## src/rtl/vedic_pkg.sv

```systemverilog
// Shared definitions for the pipelined 8x8 Vedic multiplier.
// Holds the datapath widths, the stage-1 partial-product bundle and the
// 8-bit ripple-carry adder used for the cross-term sum.
package vedic_pkg;

   localparam int OP_W   = 8;
   localparam int PP_W   = 8;
   localparam int PROD_W = 16;
   localparam int NSTAGE = 3;

   // Four 4x4 partial products of one operand pair.
   typedef struct packed {
      logic [PP_W-1:0] pp_ll;
      logic [PP_W-1:0] pp_lh;
      logic [PP_W-1:0] pp_hl;
      logic [PP_W-1:0] pp_hh;
   } pp_set_t;

   // 8-bit ripple-carry adder; the carry out is returned as the MSB.
   function automatic logic [PP_W:0] ripple_add8(input logic [PP_W-1:0] x,
                                                 input logic [PP_W-1:0] y);
      logic [PP_W-1:0] sum;
      logic            carry;
      carry = 1'b0;
      for (int i = 0; i < PP_W; i++) begin
         sum[i] = x[i] ^ y[i] ^ carry;
         carry  = (x[i] & y[i]) | (carry & (x[i] ^ y[i]));
      end
      return {carry, sum};
   endfunction

endpackage

```

## src/rtl/vedic_mult4.sv

```systemverilog
// Combinational 4x4 -> 8-bit unsigned Vedic (Urdhva-Tiryagbhyam) multiplier.
// Built from four 2x2 vertical/crosswise blocks whose cross terms are summed
// and aligned into the 8-bit product.
module vedic_mult4 (
   input  logic [3:0] x,
   input  logic [3:0] y,
   output logic [7:0] prod
);

   // 2x2 Vedic block: vertical LSB, crosswise middle, vertical MSB.
   function automatic logic [3:0] mult2(input logic [1:0] u, input logic [1:0] v);
      logic       c1;
      logic [3:0] r;
      r[0] = u[0] & v[0];
      r[1] = (u[1] & v[0]) ^ (u[0] & v[1]);
      c1   = (u[1] & v[0]) & (u[0] & v[1]);
      r[2] = (u[1] & v[1]) ^ c1;
      r[3] = (u[1] & v[1]) & c1;
      return r;
   endfunction

   logic [3:0] q_ll_s;
   logic [3:0] q_lh_s;
   logic [3:0] q_hl_s;
   logic [3:0] q_hh_s;
   logic [4:0] cross_s;

   // Form the four 2x2 products and combine them into the 4x4 product.
   always_comb begin
      q_ll_s  = mult2(x[1:0], y[1:0]);
      q_lh_s  = mult2(x[1:0], y[3:2]);
      q_hl_s  = mult2(x[3:2], y[1:0]);
      q_hh_s  = mult2(x[3:2], y[3:2]);
      cross_s = {1'b0, q_lh_s} + {1'b0, q_hl_s};
      prod    = {q_hh_s, q_ll_s} + {1'b0, cross_s, 2'b00};
   end

endmodule

```

## src/rtl/vedic_mult8_pipe.sv

```systemverilog
// 3-stage pipelined 8x8 unsigned Vedic multiplier with valid/ready on both
// sides. S1 registers four 4x4 partial products, S2 the cross-term sum, S3
// the aligned 16-bit product. Each stage loads when empty or when its
// downstream stage loads, so the pipe runs bubble-free at one pair per cycle.
// A pair accepted on a rising edge shows out_valid after the third rising
// edge counting the accepting one.
// Optional feature: define VEDIC_MULT8_ACC_EN to add the ACC_W parameter,
// the acc_clr/acc ports and a running sum of delivered products.
module vedic_mult8_pipe
   import vedic_pkg::*;
#(
   parameter int TAG_W = 4
`ifdef VEDIC_MULT8_ACC_EN
   ,
   parameter int ACC_W = 24
`endif
) (
   input  logic              clk,
   input  logic              rst,
   input  logic              in_valid,
   output logic              in_ready,
   input  logic [OP_W-1:0]   a,
   input  logic [OP_W-1:0]   b,
   input  logic [TAG_W-1:0]  in_tag,
   output logic              out_valid,
   input  logic              out_ready,
   output logic [PROD_W-1:0] p,
   output logic [TAG_W-1:0]  out_tag
`ifdef VEDIC_MULT8_ACC_EN
   ,
   input  logic              acc_clr,
   output logic [ACC_W-1:0]  acc
`endif
);

   typedef struct packed {
      pp_set_t          pp;
      logic [TAG_W-1:0] tag;
   } s1_t;

   typedef struct packed {
      logic [PP_W-1:0]  pp_ll;
      logic [PP_W:0]    mid;
      logic [PP_W-1:0]  pp_hh;
      logic [TAG_W-1:0] tag;
   } s2_t;

   localparam s1_t S1_RST = {($bits(s1_t)){1'b0}};
   localparam s2_t S2_RST = {($bits(s2_t)){1'b0}};

   logic s1_v_r;
   logic s2_v_r;
   logic s1_ld_s;
   logic s2_ld_s;
   logic s3_ld_s;

   s1_t  s1_r;
   s1_t  s1_nxt_s;
   s2_t  s2_r;
   s2_t  s2_nxt_s;

   logic [PP_W-1:0]   pp_ll_s;
   logic [PP_W-1:0]   pp_lh_s;
   logic [PP_W-1:0]   pp_hl_s;
   logic [PP_W-1:0]   pp_hh_s;
   logic [PROD_W-1:0] s3_sum_s;

   vedic_mult4 u_mult_ll (.x(a[3:0]), .y(b[3:0]), .prod(pp_ll_s));
   vedic_mult4 u_mult_lh (.x(a[3:0]), .y(b[7:4]), .prod(pp_lh_s));
   vedic_mult4 u_mult_hl (.x(a[7:4]), .y(b[3:0]), .prod(pp_hl_s));
   vedic_mult4 u_mult_hh (.x(a[7:4]), .y(b[7:4]), .prod(pp_hh_s));

   // Stall chain: a stage loads when empty or when the stage after it loads.
   always_comb begin
      s3_ld_s  = ~out_valid | out_ready;
      s2_ld_s  = ~s2_v_r | s3_ld_s;
      s1_ld_s  = ~s1_v_r | s2_ld_s;
      in_ready = s1_ld_s;
   end

   // Next-state payloads for S1 and S2, plus the S3 alignment sum.
   always_comb begin
      s1_nxt_s.pp.pp_ll = pp_ll_s;
      s1_nxt_s.pp.pp_lh = pp_lh_s;
      s1_nxt_s.pp.pp_hl = pp_hl_s;
      s1_nxt_s.pp.pp_hh = pp_hh_s;
      s1_nxt_s.tag      = in_tag;

      s2_nxt_s.pp_ll    = s1_r.pp.pp_ll;
      s2_nxt_s.mid      = ripple_add8(s1_r.pp.pp_lh, s1_r.pp.pp_hl);
      s2_nxt_s.pp_hh    = s1_r.pp.pp_hh;
      s2_nxt_s.tag      = s1_r.tag;

      // pp_ll + (pp_hh << 8) is a plain concatenation; mid lands at bit 4.
      s3_sum_s = {s2_r.pp_hh, s2_r.pp_ll} + {3'b000, s2_r.mid, 4'b0000};
   end

   // Stage 1: capture the partial products of an accepted pair.
   always_ff @(posedge clk) begin
      if (rst) begin
         s1_v_r <= 1'b0;
         s1_r   <= S1_RST;
      end else if (s1_ld_s) begin
         s1_v_r <= in_valid;
         if (in_valid) begin
            s1_r <= s1_nxt_s;
         end
      end
   end

   // Stage 2: capture the cross-term sum and pass the outer terms through.
   always_ff @(posedge clk) begin
      if (rst) begin
         s2_v_r <= 1'b0;
         s2_r   <= S2_RST;
      end else if (s2_ld_s) begin
         s2_v_r <= s1_v_r;
         if (s1_v_r) begin
            s2_r <= s2_nxt_s;
         end
      end
   end

   // Stage 3: register the aligned product and its tag for the consumer.
   always_ff @(posedge clk) begin
      if (rst) begin
         out_valid <= 1'b0;
         p         <= {PROD_W{1'b0}};
         out_tag   <= {TAG_W{1'b0}};
      end else if (s3_ld_s) begin
         out_valid <= s2_v_r;
         if (s2_v_r) begin
            p       <= s3_sum_s;
            out_tag <= s2_r.tag;
         end
      end
   end

`ifdef VEDIC_MULT8_ACC_EN
   logic             deliver_s;
   logic [ACC_W-1:0] p_ext_s;

   // Delivery strobe and zero-extended product for the accumulator.
   always_comb begin
      deliver_s              = out_valid & out_ready;
      p_ext_s                = {ACC_W{1'b0}};
      p_ext_s[PROD_W-1:0]    = p;
   end

   // Running sum of delivered products; a clear wins over accumulation.
   always_ff @(posedge clk) begin
      if (rst) begin
         acc <= {ACC_W{1'b0}};
      end else if (acc_clr) begin
         acc <= deliver_s ? p_ext_s : {ACC_W{1'b0}};
      end else if (deliver_s) begin
         acc <= acc + p_ext_s;
      end
   end
`endif

endmodule

```

## config.mk

```make
export PLATFORM = sky130hd
export DESIGN_NAME = vedic_mult8_pipe
export DESIGN_NICKNAME = d
export VERILOG_FILES = /design/src/rtl/vedic_pkg.sv /design/src/rtl/vedic_mult4.sv /design/src/rtl/vedic_mult8_pipe.sv
export SDC_FILE = /design/constraint.sdc
export NUM_CORES = 1
export LEC_CHECK = 0
export BUFFER_PORTS_ARGS = -buffer_cell sky130_fd_sc_hd__buf_4
export CAP_MARGIN = 20
export CORE_UTILIZATION = 40
export DETAILED_ROUTE_END_ITERATION = 10
export PLACE_DENSITY = 0.55
export SYNTH_ARGS = -nofsm -noshare
export SYNTH_HDL_FRONTEND = slang
export SYNTH_SLANG_ARGS = --single-unit
```

## constraint.sdc

```tcl
create_clock -name clk -period 5.2 [get_ports clk]
set_input_delay 0.52 -clock clk [delete_from_list [all_inputs] [get_ports clk]]
set_output_delay 0.52 -clock clk [all_outputs]
set_load 0.005 [all_outputs]
```

==> results of run 1 <==
==> cells by family after synthesis <==
kind of cell,count (synthesis),share of synthesized area (%)
AND/OR/NAND/NOR,265,22.2
AO/OA/AOI/OAI,146,16.6
adder cells (fa/ha/maj),94,22.6
flip-flops,88,30.8
buffers and inverters,35,2.93
XOR/XNOR,31,4.74
multiplexers,1,0.175
==> metrics by stage <==
stage / hold WS (ns) / setup slack, ns / instances / power [mW]
6_report: 0.430 / 1.61 / 874 / 1.76
3_5_place_dp: 0.447 / 1.63 / 858 / 1.09
2_1_floorplan: 0.432 / 1.75 / 660 / 0.998
5_1_grt: 0.433 / 1.50 / 874 / 1.86
3_3_place_gp: 0.441 / 1.68 / 858 / 1.08
4_1_cts: 0.418 / 1.61 / 874 / 1.78
==> final timing paths <==
path                            startpoint  endpoint  cells past startpoint
worst max register to register    s1_r[12]  s2_r[19]                     10
worst min-delay path             in_tag[2]   s1_r[2]                      3
worst max-delay path              s1_r[12]  s2_r[19]                     10
worst min register to register    s2_r[22]      p[1]                      2
==> per-layer routing <==
layer  global-route usage, %  up-vias  routed length [um]
met2                    27.1       63                5300
met5                       0        -                   0
met3                    2.25       13                 274
li1                        -     2311                   -
met4                    5.63        0                 166
met1                    23.9     2029                6140
==> flip-flops by register name, summed over array words and instances (netlist names) <==
signal     cells
s1_r          36
s2_r          29
p             16
out_tag        4
out_valid      1
s1_v_r         1
s2_v_r         1
==> cells in the mapped netlist, types with 4 or more instances <==
library cell	number	area, um^2
xor2_1	9	78.8
o211ai_1	4	30.0
nand2b_1	7	43.8
fa_1	16	320
nand2_1	144	541
a211oi_1	6	45.0
buf_4	4	30.0
a2111oi_4	4	110
and2_1	65	407
ha_1	78	976
o21ai_0	7	35.0
and3_1	8	50.1
nor2_1	18	67.6
dfxtp_1	88	1760
a21o_1	21	158
a211oi_2	4	50.1
xnor2_1	22	193
buf_2	9	45.0
nand3_1	9	45.0
inv_1	7	26.3
a21oi_1	94	470
clkbuf_1	9	33.8
==> power breakdown <==
| part | total [mW] | switching, mW | internal, mW |
|---|---|---|---|
| Sequential | 0.733 | 0.0239 | 0.710 |
| Combinational | 0.337 | 0.186 | 0.151 |
| Clock | 0.690 | 0.257 | 0.433 |
| Total | 1.76 | 0.467 | 1.29 |
==> tightest hold or removal path: stages <==
cell	delay (ns)
buf_4	0.11
nand2_1	0.05
a21oi_1	0.05
==> area by class of cell <==
type / count / area, um^2 / area share [%]
clock buffer: 11 / 243 / 3.74
clock inverter: 5 / 80.1 / 1.23
inverter: 7 / 26.3 / 0.405
multi-input combinational: 537 / 3800 / 58.7
sequential: 88 / 1760 / 27.2
tap: 180 / 225 / 3.47
timing repair buffer: 46 / 345 / 5.32
==> impl_metrics.xml, run 1 <==
<?xml version="1.0" encoding="UTF-8"?>
<metrics>
  <group name="status">
    <metric name="outcome" unit="">completed</metric>
  </group>
  <group name="routing">
    <metric name="route.final.wire_length" unit="um">11900</metric>
    <metric name="route.detailed.vias_per_inst" unit="">5.05</metric>
    <metric name="initialDrtViolationCount" unit="">250</metric>
    <metric name="route.detailed.wl_per_inst" unit="um">13.6</metric>
    <metric name="antenna_left" unit="">0</metric>
    <metric name="detail_route.first_pass.iterations" unit="">4</metric>
    <metric name="drc" unit="">0</metric>
    <metric name="num_vias" unit="">4416</metric>
  </group>
  <group name="synth">
    <metric name="synth_cells" unit="">660</metric>
    <metric name="synth_sequential_area_ratio" unit="%">30.8</metric>
    <metric name="synth_enable_flop_cells" unit="">0</metric>
    <metric name="synth.distinct_cells" unit="">41</metric>
    <metric name="postSynth.asyncResetShare" unit="%">0</metric>
    <metric name="netlist_area" unit="mm^2">0.00573</metric>
    <metric name="ys_ff_latch" unit="">88</metric>
    <metric name="synth-warning-count" unit="">0</metric>
    <metric name="syn_avg_cell_area" unit="um^2">8.67</metric>
    <metric name="synth_nets" unit="">778</metric>
    <metric name="postSynth.topFlopCell" unit="">dfxtp_1</metric>
  </group>
  <group name="floorplan">
    <metric name="ios" unit="">46</metric>
    <metric name="die_h" unit="um">122</metric>
    <metric name="core_area" unit="mm^2">0.0139</metric>
    <metric name="initial_core_util" unit="%">41.1</metric>
    <metric name="die_width" unit="um">122</metric>
    <metric name="die_area" unit="mm^2">0.0148</metric>
    <metric name="rows" unit="">43</metric>
  </group>
  <group name="clock_tree">
    <metric name="postCtsResizedCells" unit="">0</metric>
    <metric name="cts_sinks" unit="">88</metric>
    <metric name="numCtsBuffers" unit="">9</metric>
    <metric name="worst_setup_hold_path_clk_slew" unit="ns">0.06</metric>
    <metric name="clk-insertion-delay-late" unit="ns">0.34</metric>
    <metric name="cts-root-buf" unit="">clkbuf_16</metric>
    <metric name="cts.htree.levels" unit="">3</metric>
    <metric name="post_cts_hold_buffer_count" unit="">0</metric>
    <metric name="clock_tree_from_tritoncts" unit="">yes</metric>
    <metric name="cts.repair_timing.setup_buffer_count" unit="">0</metric>
    <metric name="clockBufferDepth" unit="">2</metric>
  </group>
  <group name="timing">
    <metric name="final_count_of_pins_violating_max_slew" unit="">0</metric>
    <metric name="grt_setup_unrepaired" unit="">false</metric>
    <metric name="slew-limit-headroom" unit="%">32.0</metric>
    <metric name="finClkSkew" unit="ns">0.00426</metric>
    <metric name="final_setup_vio_count" unit="">0</metric>
    <metric name="worst-slew-pin-transition" unit="ns">1.02</metric>
    <metric name="hold_viol_final" unit="">0</metric>
    <metric name="period_needed" unit="ns">3.59</metric>
    <metric name="max_freq" unit="MHz">279</metric>
    <metric name="timing.final.crit_share" unit="%">69.0</metric>
    <metric name="setup_total_negative_slack" unit="ns">0</metric>
  </group>
  <group name="final_layout">
    <metric name="final.fill_count" unit="">1401</metric>
    <metric name="post-route-util" unit="%">46.5</metric>
    <metric name="mostFrequentLayoutCell" unit="">nand2_1</metric>
    <metric name="finalInstanceArea" unit="mm^2">0.00649</metric>
    <metric name="area_delta_synth_final" unit="%">13.3</metric>
    <metric name="antenna_cells" unit="">0</metric>
    <metric name="post_route_cells_drive_above_1_share" unit="%">10.8</metric>
    <metric name="final_net_count" unit="">807</metric>
    <metric name="most_used_cells_in_the_layout_excluding_fill_and_tap_cells" unit="">nand2_1, a21oi_1, dfxtp_1, ha_1, and2_1</metric>
  </group>
  <group name="place">
    <metric name="placement.cell_area" unit="mm^2">0.00616</metric>
    <metric name="portBuffers" unit="">45</metric>
    <metric name="finalWeightedCongestion" unit="">0.864</metric>
    <metric name="dp.final_hpwl" unit="um">8900</metric>
  </group>
  <group name="power">
    <metric name="cellLeakagePower" unit="nW">2.93</metric>
    <metric name="max-vdd-ir-drop" unit="mV">0.140</metric>
    <metric name="power.density_cell_area" unit="mW/mm^2">271</metric>
  </group>
  <group name="global_routing">
    <metric name="first_global_vias" unit="">4258</metric>
    <metric name="grt_max_degree" unit="">94</metric>
    <metric name="grt_pass1_wl" unit="um">20200</metric>
    <metric name="grt.total_usage" unit="%">17.1</metric>
    <metric name="antenna_violations_before_repair" unit="">0</metric>
    <metric name="gr-total-overflow" unit="">0</metric>
  </group>
  <group name="worst_setup_path">
    <metric name="critPathMaxStageDelay" unit="ns">0.42</metric>
    <metric name="timing.critical_path.slowest_stage_cell" unit="">fa_1</metric>
    <metric name="critPathTopFamily" unit="">adder cells</metric>
    <metric name="path_buf_inv" unit="">1</metric>
    <metric name="worstSetupEndpointType" unit="">register</metric>
    <metric name="worst_setup_path_start_kind" unit="">register</metric>
    <metric name="setup.reg_to_reg.worst_slack" unit="ns">1.61</metric>
    <metric name="critical_path_arrival" unit="ns">3.84</metric>
    <metric name="worst_path_most_repeated_cell" unit="">fa_1</metric>
    <metric name="crit_path_cell_trace" unit="">ha_1, fa_1, fa_1, fa_1, fa_1, fa_1, fa_1, inv_1, fa_1, a211oi_2</metric>
    <metric name="crit_fanout" unit="">2</metric>
    <metric name="worst-endpoint-required" unit="ns">5.46</metric>
    <metric name="startpoint_to_endpoint_class_of_the_critical_path" unit="">register to register</metric>
  </group>
  <group name="flow_run">
    <metric name="max_cap_viol_count" unit="">0</metric>
  </group>
  <group name="hold_path">
    <metric name="timing.hold.worst.class" unit="">primary input to register</metric>
  </group>
</metrics>
No activity file was read; power rests on OpenSTA's default activity.
==> run 2: changes to the inputs <==
--- a/config.mk
+++ b/config.mk
@@ -9,7 +9,7 @@
 export CAP_MARGIN = 20
 export CORE_UTILIZATION = 40
 export DETAILED_ROUTE_END_ITERATION = 10
-export PLACE_DENSITY = 0.55
+export PLACE_DENSITY = 0.57
 export SYNTH_ARGS = -nofsm -noshare
 export SYNTH_HDL_FRONTEND = slang
 export SYNTH_SLANG_ARGS = --single-unit
==> constraint.sdc (replaced) <==
create_clock -name clk -period 3.15 [get_ports clk]
set_input_delay 0.315 -clock clk [delete_from_list [all_inputs] [get_ports clk]]
set_output_delay 0.315 -clock clk [all_outputs]
set_load 0.005 [all_outputs]
==> impl_metrics.xml, run 2 (synthesis results as in run 1) <==
<?xml version="1.0" encoding="UTF-8"?>
<metrics>
  <group name="global_routing">
    <metric name="grt_most_used_layer" unit="">met2</metric>
    <metric name="grt_max_degree" unit="">50</metric>
    <metric name="gr-total-overflow" unit="">0</metric>
    <metric name="routing_usage_on_met2" unit="%">29.6</metric>
    <metric name="grt.met1_usage" unit="%">23.6</metric>
    <metric name="grt.total_usage" unit="%">17.7</metric>
    <metric name="first_global_vias" unit="">4524</metric>
    <metric name="antenna_violations_before_repair" unit="">0</metric>
    <metric name="grt_pass1_wl" unit="um">21000</metric>
    <metric name="grt.met3_usage" unit="%">1.97</metric>
  </group>
  <group name="place">
    <metric name="finalWeightedCongestion" unit="">0.859</metric>
    <metric name="dp.final_hpwl" unit="um">9270</metric>
    <metric name="portBuffers" unit="">45</metric>
  </group>
  <group name="timing">
    <metric name="max_freq" unit="MHz">303</metric>
    <metric name="setup_ws" unit="ns">-0.148</metric>
    <metric name="finalHoldWorstSlack" unit="ns">0.230</metric>
    <metric name="period_needed" unit="ns">3.30</metric>
    <metric name="worst-slew-pin-transition" unit="ns">0.982</metric>
    <metric name="finClkSkew" unit="ns">0.00385</metric>
    <metric name="hold_viol_final" unit="">0</metric>
    <metric name="final_count_of_pins_violating_max_slew" unit="">0</metric>
    <metric name="final_setup_vio_count" unit="">1</metric>
    <metric name="slew-limit-headroom" unit="%">34.6</metric>
    <metric name="setup_total_negative_slack" unit="ns">-0.148</metric>
    <metric name="grt_setup_unrepaired" unit="">true</metric>
    <metric name="timing.final.crit_share" unit="%">105</metric>
  </group>
  <group name="routing">
    <metric name="detail_route.first_pass.iterations" unit="">6</metric>
    <metric name="num_vias" unit="">4559</metric>
    <metric name="drc" unit="">0</metric>
    <metric name="route.detailed.vias_per_inst" unit="">5.10</metric>
    <metric name="antenna_left" unit="">0</metric>
    <metric name="initialDrtViolationCount" unit="">249</metric>
    <metric name="route.detailed.wl_per_inst" unit="um">13.7</metric>
    <metric name="route.final.wire_length" unit="um">12200</metric>
  </group>
  <group name="hold_path">
    <metric name="worst_min_delay_path_endpoint" unit="">s1_r[2]</metric>
    <metric name="hold_path.startpoint" unit="">in_tag[2]</metric>
    <metric name="whs_path_depth" unit="">3</metric>
    <metric name="timing.hold.worst.class" unit="">primary input to register</metric>
  </group>
  <group name="worst_setup_path">
    <metric name="worstSetupEndpointType" unit="">register</metric>
    <metric name="startpoint_to_endpoint_class_of_the_critical_path" unit="">register to register</metric>
    <metric name="critPathMaxStageDelay" unit="ns">0.43</metric>
    <metric name="worst_setup_path_start_kind" unit="">register</metric>
    <metric name="critical_path_arrival" unit="ns">3.55</metric>
    <metric name="regToRegStartpoint" unit="">s1_r[12]</metric>
    <metric name="path_buf_inv" unit="">1</metric>
    <metric name="crit_fanout" unit="">2</metric>
    <metric name="crit_path_cell_trace" unit="">ha_4, fa_2, fa_2, fa_2, fa_2, fa_2, fa_2, inv_2, fa_1, a211oi_2</metric>
    <metric name="timing.critical_path.slowest_stage_cell" unit="">fa_1</metric>
    <metric name="worst-endpoint-required" unit="ns">3.41</metric>
    <metric name="reg2reg_depth" unit="">10</metric>
    <metric name="critPathTopFamily" unit="">adder cells</metric>
    <metric name="setup.reg_to_reg.worst_slack" unit="ns">-0.15</metric>
    <metric name="worst_path_most_repeated_cell" unit="">fa_2</metric>
    <metric name="crit-reg2reg-capture" unit="">s2_r[19]</metric>
  </group>
  <group name="final_layout">
    <metric name="antenna_cells" unit="">0</metric>
    <metric name="regs_by_ff_count" unit="">s1_r x36, s2_r x29, p x16</metric>
    <metric name="area_delta_synth_final" unit="%">16.3</metric>
    <metric name="final.fill_count" unit="">1339</metric>
    <metric name="largest_register_ff_count" unit="">36</metric>
    <metric name="final_net_count" unit="">828</metric>
    <metric name="largest_register" unit="">s1_r</metric>
    <metric name="post_route_cells_drive_above_1_share" unit="%">14.7</metric>
    <metric name="most_used_cells_in_the_layout_excluding_fill_and_tap_cells" unit="">nand2_1, a21oi_1, dfxtp_1, ha_1, buf_4</metric>
    <metric name="mostFrequentLayoutCell" unit="">nand2_1</metric>
  </group>
  <group name="status">
    <metric name="outcome" unit="">complete, but fails checks</metric>
    <metric name="failed_checks" unit="">setup timing</metric>
  </group>
  <group name="floorplan">
    <metric name="core_area" unit="mm^2">0.0139</metric>
    <metric name="die_h" unit="um">122</metric>
    <metric name="die_area" unit="mm^2">0.0148</metric>
    <metric name="ios" unit="">46</metric>
    <metric name="die_width" unit="um">122</metric>
    <metric name="initial_core_util" unit="%">41.1</metric>
    <metric name="rows" unit="">43</metric>
  </group>
  <group name="clock_tree">
    <metric name="numCtsBuffers" unit="">9</metric>
    <metric name="cts_sinks" unit="">88</metric>
    <metric name="clockBufferDepth" unit="">2</metric>
    <metric name="worst_setup_hold_path_clk_slew" unit="ns">0.06</metric>
    <metric name="cts.htree.levels" unit="">3</metric>
    <metric name="post_cts_hold_buffer_count" unit="">0</metric>
    <metric name="clock_tree_from_tritoncts" unit="">yes</metric>
    <metric name="cts.repair_timing.setup_buffer_count" unit="">0</metric>
    <metric name="cts-root-buf" unit="">clkbuf_16</metric>
    <metric name="clk-insertion-delay-late" unit="ns">0.33</metric>
  </group>
  <group name="power">
    <metric name="power.density_cell_area" unit="mW/mm^2">435</metric>
    <metric name="max-vdd-ir-drop" unit="mV">0.245</metric>
    <metric name="cellLeakagePower" unit="nW">3.02</metric>
  </group>
  <group name="flow_run">
    <metric name="max_cap_viol_count" unit="">0</metric>
  </group>
</metrics>
==> run 2: cell count changes in the layout (fill, tap and decap cells not counted), sizes merged <==
cell | before | now
clkinv | 1 | 0
clkbuf | 11 | 13
clkinvlp | 2 | 1
buf | 46 | 67
bufinv | 2 | 1
==> run 2: timing repair <==
item	4_1_cts	5_1_grt
gates cloned	0	0
pin swaps	1	0
endpoints found under the setup margin	1	1
gates resized for setup	4	2
==> run 2: through the flow <==
| step | utilization (%) | instance area, um^2 | instances | power (mW) | setup slack [ns] |
|---|---|---|---|---|---|
| 6_report | 47.8 | 6660 | 894 | 2.90 | -0.148 |
| 5_1_grt | 47.8 | 6660 | 894 | 3.07 | -0.234 |
| 4_1_cts | 47.7 | 6650 | 894 | 2.93 | -0.169 |
| 3_5_place_dp | 45.5 | 6330 | 879 | 1.84 | -0.186 |
| 3_3_place_gp | 45.5 | 6330 | 879 | 1.82 | -0.149 |
| 2_1_floorplan | - | 5740 | 660 | 1.65 | -0.0985 |
==> run 2: per-layer routing <==
metal  part of all wire (%)  up-vias
met5                      0        -
met2                     47       76
li1                       -     2364
met1                     50     2107
met4                    1.2        0
met3                    2.4       12
==> run 2: worst reg2reg max path, stage by stage, from the launching register on <==
cell      delay [ns]
dfxtp_2         0.34
ha_4            0.16
fa_2            0.34
fa_2            0.35
fa_2            0.34
fa_2            0.35
fa_2            0.34
fa_2            0.34
inv_2           0.07
fa_1            0.43
a211oi_2        0.18
==> run 2: how the worst max path moves through the flow <==
| stage | slack [ns] | start | cells past startpoint | endpoint |
|---|---|---|---|---|
| 4_1_cts | -0.17 | s1_r[12] | 10 | s2_r[19] |
| 3_3_place_gp | -0.15 | s1_r[12] | 10 | s2_r[19] |
| 3_5_place_dp | -0.19 | s1_r[12] | 10 | s2_r[19] |
| 5_1_grt | -0.23 | s1_r[20] | 10 | s2_r[19] |
| 6_report | -0.15 | s1_r[12] | 10 | s2_r[19] |
| 2_1_floorplan | -0.1 | s1_r[12] | 10 | s2_r[19] |
==> run 2: where the power goes <==
part	switching, mW	leakage, nW	internal (mW)
combinational	0.319	2.15	0.287
sequential	0.0417	0.717	1.17
clock	0.401	0.148	0.675
==> run 2: area by class of cell <==
cell class | count | area [um^2] | area share (%)
Clock inverter | 2 | 37.5 | 0.564
Multi-Input combinational cell | 537 | 3830 | 57.6
Sequential cell | 88 | 1760 | 26.5
Timing Repair Buffer | 67 | 503 | 7.55
Inverter | 7 | 26.3 | 0.395
Clock buffer | 13 | 270 | 4.06
Tap cell | 180 | 225 | 3.38
